[src/rtl/vga_frame_source.sv]
// 640x480@60 raster generator with clock-enable pixel divider and a
// frame-synchronous shadow register for the renderer's 48-bit digit word.
module vga_frame_source #(
  parameter int CLK_DIV  = 4,
  parameter int H_ACTIVE = 640,
  parameter int H_FP     = 16,
  parameter int H_SYNC   = 96,
  parameter int H_BP     = 48,
  parameter int V_ACTIVE = 480,
  parameter int V_FP     = 10,
  parameter int V_SYNC   = 2,
  parameter int V_BP     = 33
) (
  input  logic        clk,
  input  logic        rst_n,
  input  logic [47:0] numbers_in,
  input  logic        numbers_wr,
  output logic [47:0] numbers_concat,
  output logic        numbers_ack,
  output logic        numbers_pending,
  output logic [9:0]  sx,
  output logic [9:0]  sy,
  output logic        hsync,
  output logic        vsync,
  output logic        de,
  output logic        pix_tick,
  output logic        frame_start
);

  localparam int H_TOTAL = H_ACTIVE + H_FP + H_SYNC + H_BP;
  localparam int V_TOTAL = V_ACTIVE + V_FP + V_SYNC + V_BP;
  localparam int DIV_W   = (CLK_DIV > 1) ? $clog2(CLK_DIV) : 1;

  localparam logic [DIV_W-1:0] DIV_LAST = DIV_W'(CLK_DIV - 1);
  localparam logic [9:0] H_LAST   = 10'(H_TOTAL - 1);
  localparam logic [9:0] V_LAST   = 10'(V_TOTAL - 1);
  localparam logic [9:0] HS_START = 10'(H_ACTIVE + H_FP);
  localparam logic [9:0] HS_END   = 10'(H_ACTIVE + H_FP + H_SYNC);
  localparam logic [9:0] VS_START = 10'(V_ACTIVE + V_FP);
  localparam logic [9:0] VS_END   = 10'(V_ACTIVE + V_FP + V_SYNC);
  localparam logic [9:0] H_VIS    = 10'(H_ACTIVE);
  localparam logic [9:0] V_VIS    = 10'(V_ACTIVE);

  logic [DIV_W-1:0] r_div;
  logic             r_pix_tick;
  logic [9:0]       r_sx, r_sy;
  logic             r_hsync, r_vsync, r_de;
  logic             r_frame_start;
  logic [47:0]      r_pend_word, r_concat;
  logic             r_pending, r_ack;

  logic             w_line_end, w_wrap;
  logic [9:0]       w_sx_next, w_sy_next;

  always_comb begin
    w_line_end = r_pix_tick && (r_sx == H_LAST);
    w_wrap     = w_line_end && (r_sy == V_LAST);
    w_sx_next  = w_line_end ? '0 : r_sx + 10'd1;
    if (w_wrap)          w_sy_next = '0;
    else if (w_line_end) w_sy_next = r_sy + 10'd1;
    else                 w_sy_next = r_sy;
  end

  always_ff @(posedge clk) begin
    if (!rst_n) begin
      r_div         <= '0;
      r_pix_tick    <= 1'b0;
      r_sx          <= '0;
      r_sy          <= '0;
      r_hsync       <= 1'b1;
      r_vsync       <= 1'b1;
      r_de          <= 1'b1;
      r_frame_start <= 1'b0;
      r_pend_word   <= '0;
      r_concat      <= '0;
      r_pending     <= 1'b0;
      r_ack         <= 1'b0;
    end else begin
      r_div         <= (r_div == DIV_LAST) ? '0 : r_div + 1'b1;
      r_pix_tick    <= (r_div == DIV_LAST);
      r_frame_start <= w_wrap;

      // Sync/de decode the next coordinates so they land with sx/sy, no skew.
      if (r_pix_tick) begin
        r_sx    <= w_sx_next;
        r_sy    <= w_sy_next;
        r_hsync <= !((w_sx_next >= HS_START) && (w_sx_next < HS_END));
        r_vsync <= !((w_sy_next >= VS_START) && (w_sy_next < VS_END));
        r_de    <= (w_sx_next < H_VIS) && (w_sy_next < V_VIS);
      end

      // A write landing on the wrap edge bypasses the pending register.
      r_ack <= 1'b0;
      if (w_wrap && (numbers_wr || r_pending)) begin
        r_concat  <= numbers_wr ? numbers_in : r_pend_word;
        r_pending <= 1'b0;
        r_ack     <= 1'b1;
      end else if (numbers_wr) begin
        r_pend_word <= numbers_in;
        r_pending   <= 1'b1;
      end
    end
  end

  assign numbers_concat  = r_concat;
  assign numbers_ack     = r_ack;
  assign numbers_pending = r_pending;
  assign sx              = r_sx;
  assign sy              = r_sy;
  assign hsync           = r_hsync;
  assign vsync           = r_vsync;
  assign de              = r_de;
  assign pix_tick        = r_pix_tick;
  assign frame_start     = r_frame_start;

endmodule

[config.mk]
export PLATFORM = sky130hd
export DESIGN_NAME = vga_frame_source
export DESIGN_NICKNAME = d
export VERILOG_FILES = /design/src/rtl/vga_frame_source.sv
export SDC_FILE = /design/constraint.sdc
export NUM_CORES = 1
export LEC_CHECK = 0
export ABC_AREA = 1
export CAP_MARGIN = 25
export CORE_MARGIN = 1.5
export CORE_UTILIZATION = 53
export DETAILED_ROUTE_END_ITERATION = 8
export GPL_TIMING_DRIVEN = 0
export PLACE_DENSITY = 0.84
export SLEW_MARGIN = 20
export SYNTH_ARGS = -nofsm -noshare
export SYNTH_HDL_FRONTEND = slang
export SYNTH_SLANG_ARGS = --single-unit
[constraint.sdc]
create_clock -name clk -period 5.45 [get_ports clk]
set_input_delay 1.09 -clock clk [delete_from_list [all_inputs] [get_ports clk]]
set_output_delay 1.09 -clock clk [all_outputs]
set_load 0.02 [all_outputs]
==> summary.md <==
| Metric | Value |
|---|---|
| Mean Syn Cell Area | 7.994 um^2 |
| Seq/Total Area, Yosys | 47.36% |
| Remaining antenna violation count | 0 |
| Fin. max-slew vios | 0 |
| Fraction of layout cells with a size suffix above 1 | 11.14% |
| Starting DRT DRC Count | 256 |
| Post-synth top area share | 47.36% |
| Post-CTS sizing | 0 |
| Crit path from | sx[5] |
| RSZ-0062 raised after global routing | no |
| Vias in the first global route | 4838 |
| Synth Register Bits | 125 |
| Average wire per standard cell | 15.06 um |
| Worst Path Buf+Inv | 1 |
| Async SR Flop Fraction | 0% |
| Delay-heaviest family, CP | buffers and inverters |
| Levels on crit path | 1 |
| Nets | 859 |
| Final Cycle Share | 50.29% |
| P&R area growth vs syn | 37.13% |
| Filler cells | 744 |
| VDD IR max | 0.1867 mV |
| H-tree Lvls | 4 |
| Antenna cell count | 0 |
| Pin count of the biggest net entering global routing | 17 |
| Via count | 5121 |
| Total GRT Usage | 26.79% |
| Top cells by area, synth | dfxtp_1, o21ai_0, nand2_1, o22ai_2, nand3_1 |
| Crit path launch type | register |
| Commonest non-fill, non-tap cell in the layout | dfxtp_1 |
| WHS | 0.4442 ns |
| Global-route wire length before repair | 22120 um |
| Cts-stage hold buffer count | 0 |
| Postcts setup bufs | 0 |
| Netlist cell types | 33 |
| Total grt overflow | 0 |
| Worst Skew | 0.008455 ns |
| Worst reg2reg startpoint | sx[0] |
| Run status | finished, final reports clean |
| Detailed-route vias per instance | 5.391 |
| Reg-to-reg slack, setup | 3.17 ns |
| Routability cong. | 0.8434 |
| DRT Wirelength | 14300 um |
| Die Wd | 102.8 um |
| Setup Crit Path Kind | register to output port |
| Slowest stage cell, crit path | clkdlybuf4s50_1 |
| I/O pins | 126 |
| DR pass1 iterations | 6 |
| Synth area leader | dfxtp_1 |
| Die area | 10580 um^2 |
| Min-Delay Path Class | register to register |
| Final core occ | 74.47% |
| Clk root buf | clkbuf_8 |
| Slew margin rel. | 62.61% |
| CP max stage delay | 0.67 ns |
| Max FO, Critical Path | 8 |
| R2R cell count | 10 |
| DR DRC count | 0 |
| Post-DP HPWL | 9793 um |
| EDFF count, synth | 0 |
| Max Cap Viol | 0 |
| Worst-path cell chain | clkdlybuf4s50_1 |
| CP endpoint kind | output port |
| Row cnt | 36 |
| PwrDens | 301.9 nW/um^2 |
| Die H | 102.8 um |
| Port bufs | 124 |
| Ys flop type | dfxtp_1 |
| Clk Latency, worst-skew pair | 0.51 ns |
| Critical Path Sink | sx[5] |
| Endpoints failing hold | 0 |
| Mapped cell area | 5284 um^2 |
| Initial core utilization | 54.31% |
| Syn_nets | 716 |
| Clock sinks | 125 |
| P_leak | 2.744 nW |
| Worst-margin pin slew | 0.5608 ns |
| Setup-failing EPs final | 0 |
| Finished Layout Cells | 950 |
| Cells after Synth | 661 |
| CTS tree | done |
| Worst Path Required | 4.36 ns |
| Final period demand of the worst path | 2.741 ns |
| Clk buf depth | 2 |
| Worst path arrival time | 1.65 ns |
| FF-to-FF End | numbers_concat[38] |
| Inst Count DP | 918 |
| Placeable Area | 9729 um^2 |
| Yosys warnings | 0 |
| TritonCTS buffer count | 17 |
| Most frequent cells in the layout | dfxtp_1, clkdlybuf4s50_1, o21ai_0, nand2_1, inv_1 |
| Initial antenna violation count | 0 |
| FMAX | 364.9 MHz |
| Setup TNS | 0 ns |
| Clk slew on worst S/H paths | 0.06 ns |
==> report_power, final <==
part           switching [mW]  internal (mW)
Sequential             0.0116          0.945
Clock                   0.440          0.611
Combinational          0.0999         0.0799
Total                   0.552           1.64
==> worst min path at each step <==
stage                     cells after the start  slack (ns)        to  startpoint
final                                         1        0.44  r_div[0]    r_div[0]
after global routing                          1        0.45  r_div[0]    r_div[0]
after CTS                                     1        0.44  r_div[0]    r_div[0]
after detailed placement                      1        0.44  r_div[0]    r_div[0]
after global placement                        1        0.42  r_div[0]    r_div[0]
after floorplan                               1        0.41  r_div[0]    r_div[0]
==> cell usage after synthesis, types with 4 or more instances <==
master / instances
clkbuf_1: 25
a21oi_1: 14
nor3_1: 5
ha_1: 4
nand2_1: 104
o21ai_0: 109
inv_1: 77
nor2_4: 4
buf_1: 4
nor2_1: 27
dfxtp_1: 125
o22ai_1: 19
buf_4: 4
inv_2: 5
nand3_1: 72
nand4_1: 5
buf_2: 4
buf_6: 5
o22ai_2: 29
==> sequential cells by signal (all words and copies together), names as in the netlist <==
signal,count
numbers_ack,1
vsync,1
numbers_concat,48
numbers_pending,1
r_pend_word,48
frame_start,1
pix_tick,1
de,1
hsync,1
r_div,2
sx,10
sy,10
==> per-layer routing <==
metal / up-vias / global-route usage (%) / wire (um) / part of all wire (%)
met2: 198 / 44.98 / 7008 / 49
met4: 0 / 9.875 / 252 / 1.8
met3: 22 / 6.169 / 904 / 6.3
met5: - / 0 / 0 / 0
met1: 2401 / 33.86 / 6138 / 43
li1: 2500 / - / - / -
==> area by class of cell <==
cell class | count | area (um^2) | area share (%)
multi-input cells | 411 | 2253 | 31.10
well taps | 133 | 166.4 | 2.297
flip-flops and latches | 125 | 2502 | 34.54
inverters | 83 | 312.8 | 4.317
clock inverters | 14 | 136.4 | 1.882
plain buffers | 42 | 215.2 | 2.970
clock buffers | 18 | 417.9 | 5.768
repair buffers | 124 | 1241 | 17.13
==> per-stage QoR <==
stage / worst slack [ns] / total power, mW / instance area [um^2]
2_1_floorplan: 3.303 / 1.079 / 5284
3_3_place_gp: 2.382 / 1.143 / 6691
3_5_place_dp: 2.334 / 1.150 / 6691
4_1_cts: 2.703 / 2.189 / 7246
5_1_grt: 2.617 / 2.255 / 7246
6_report: 2.709 / 2.188 / 7246
==> cells by family after synthesis <==
| logic type | synth area share, % |
|---|---|
| and+or+nand+nor | 20.01 |
| AOI/OAI and AO/OA | 21.19 |
| buffers and inverters | 9.993 |
| DFF | 47.36 |
| adders and majority gates | 0.9472 |
| xor gates and xnor gates | 0.4974 |
No activity file was read; power rests on OpenSTA's default activity.
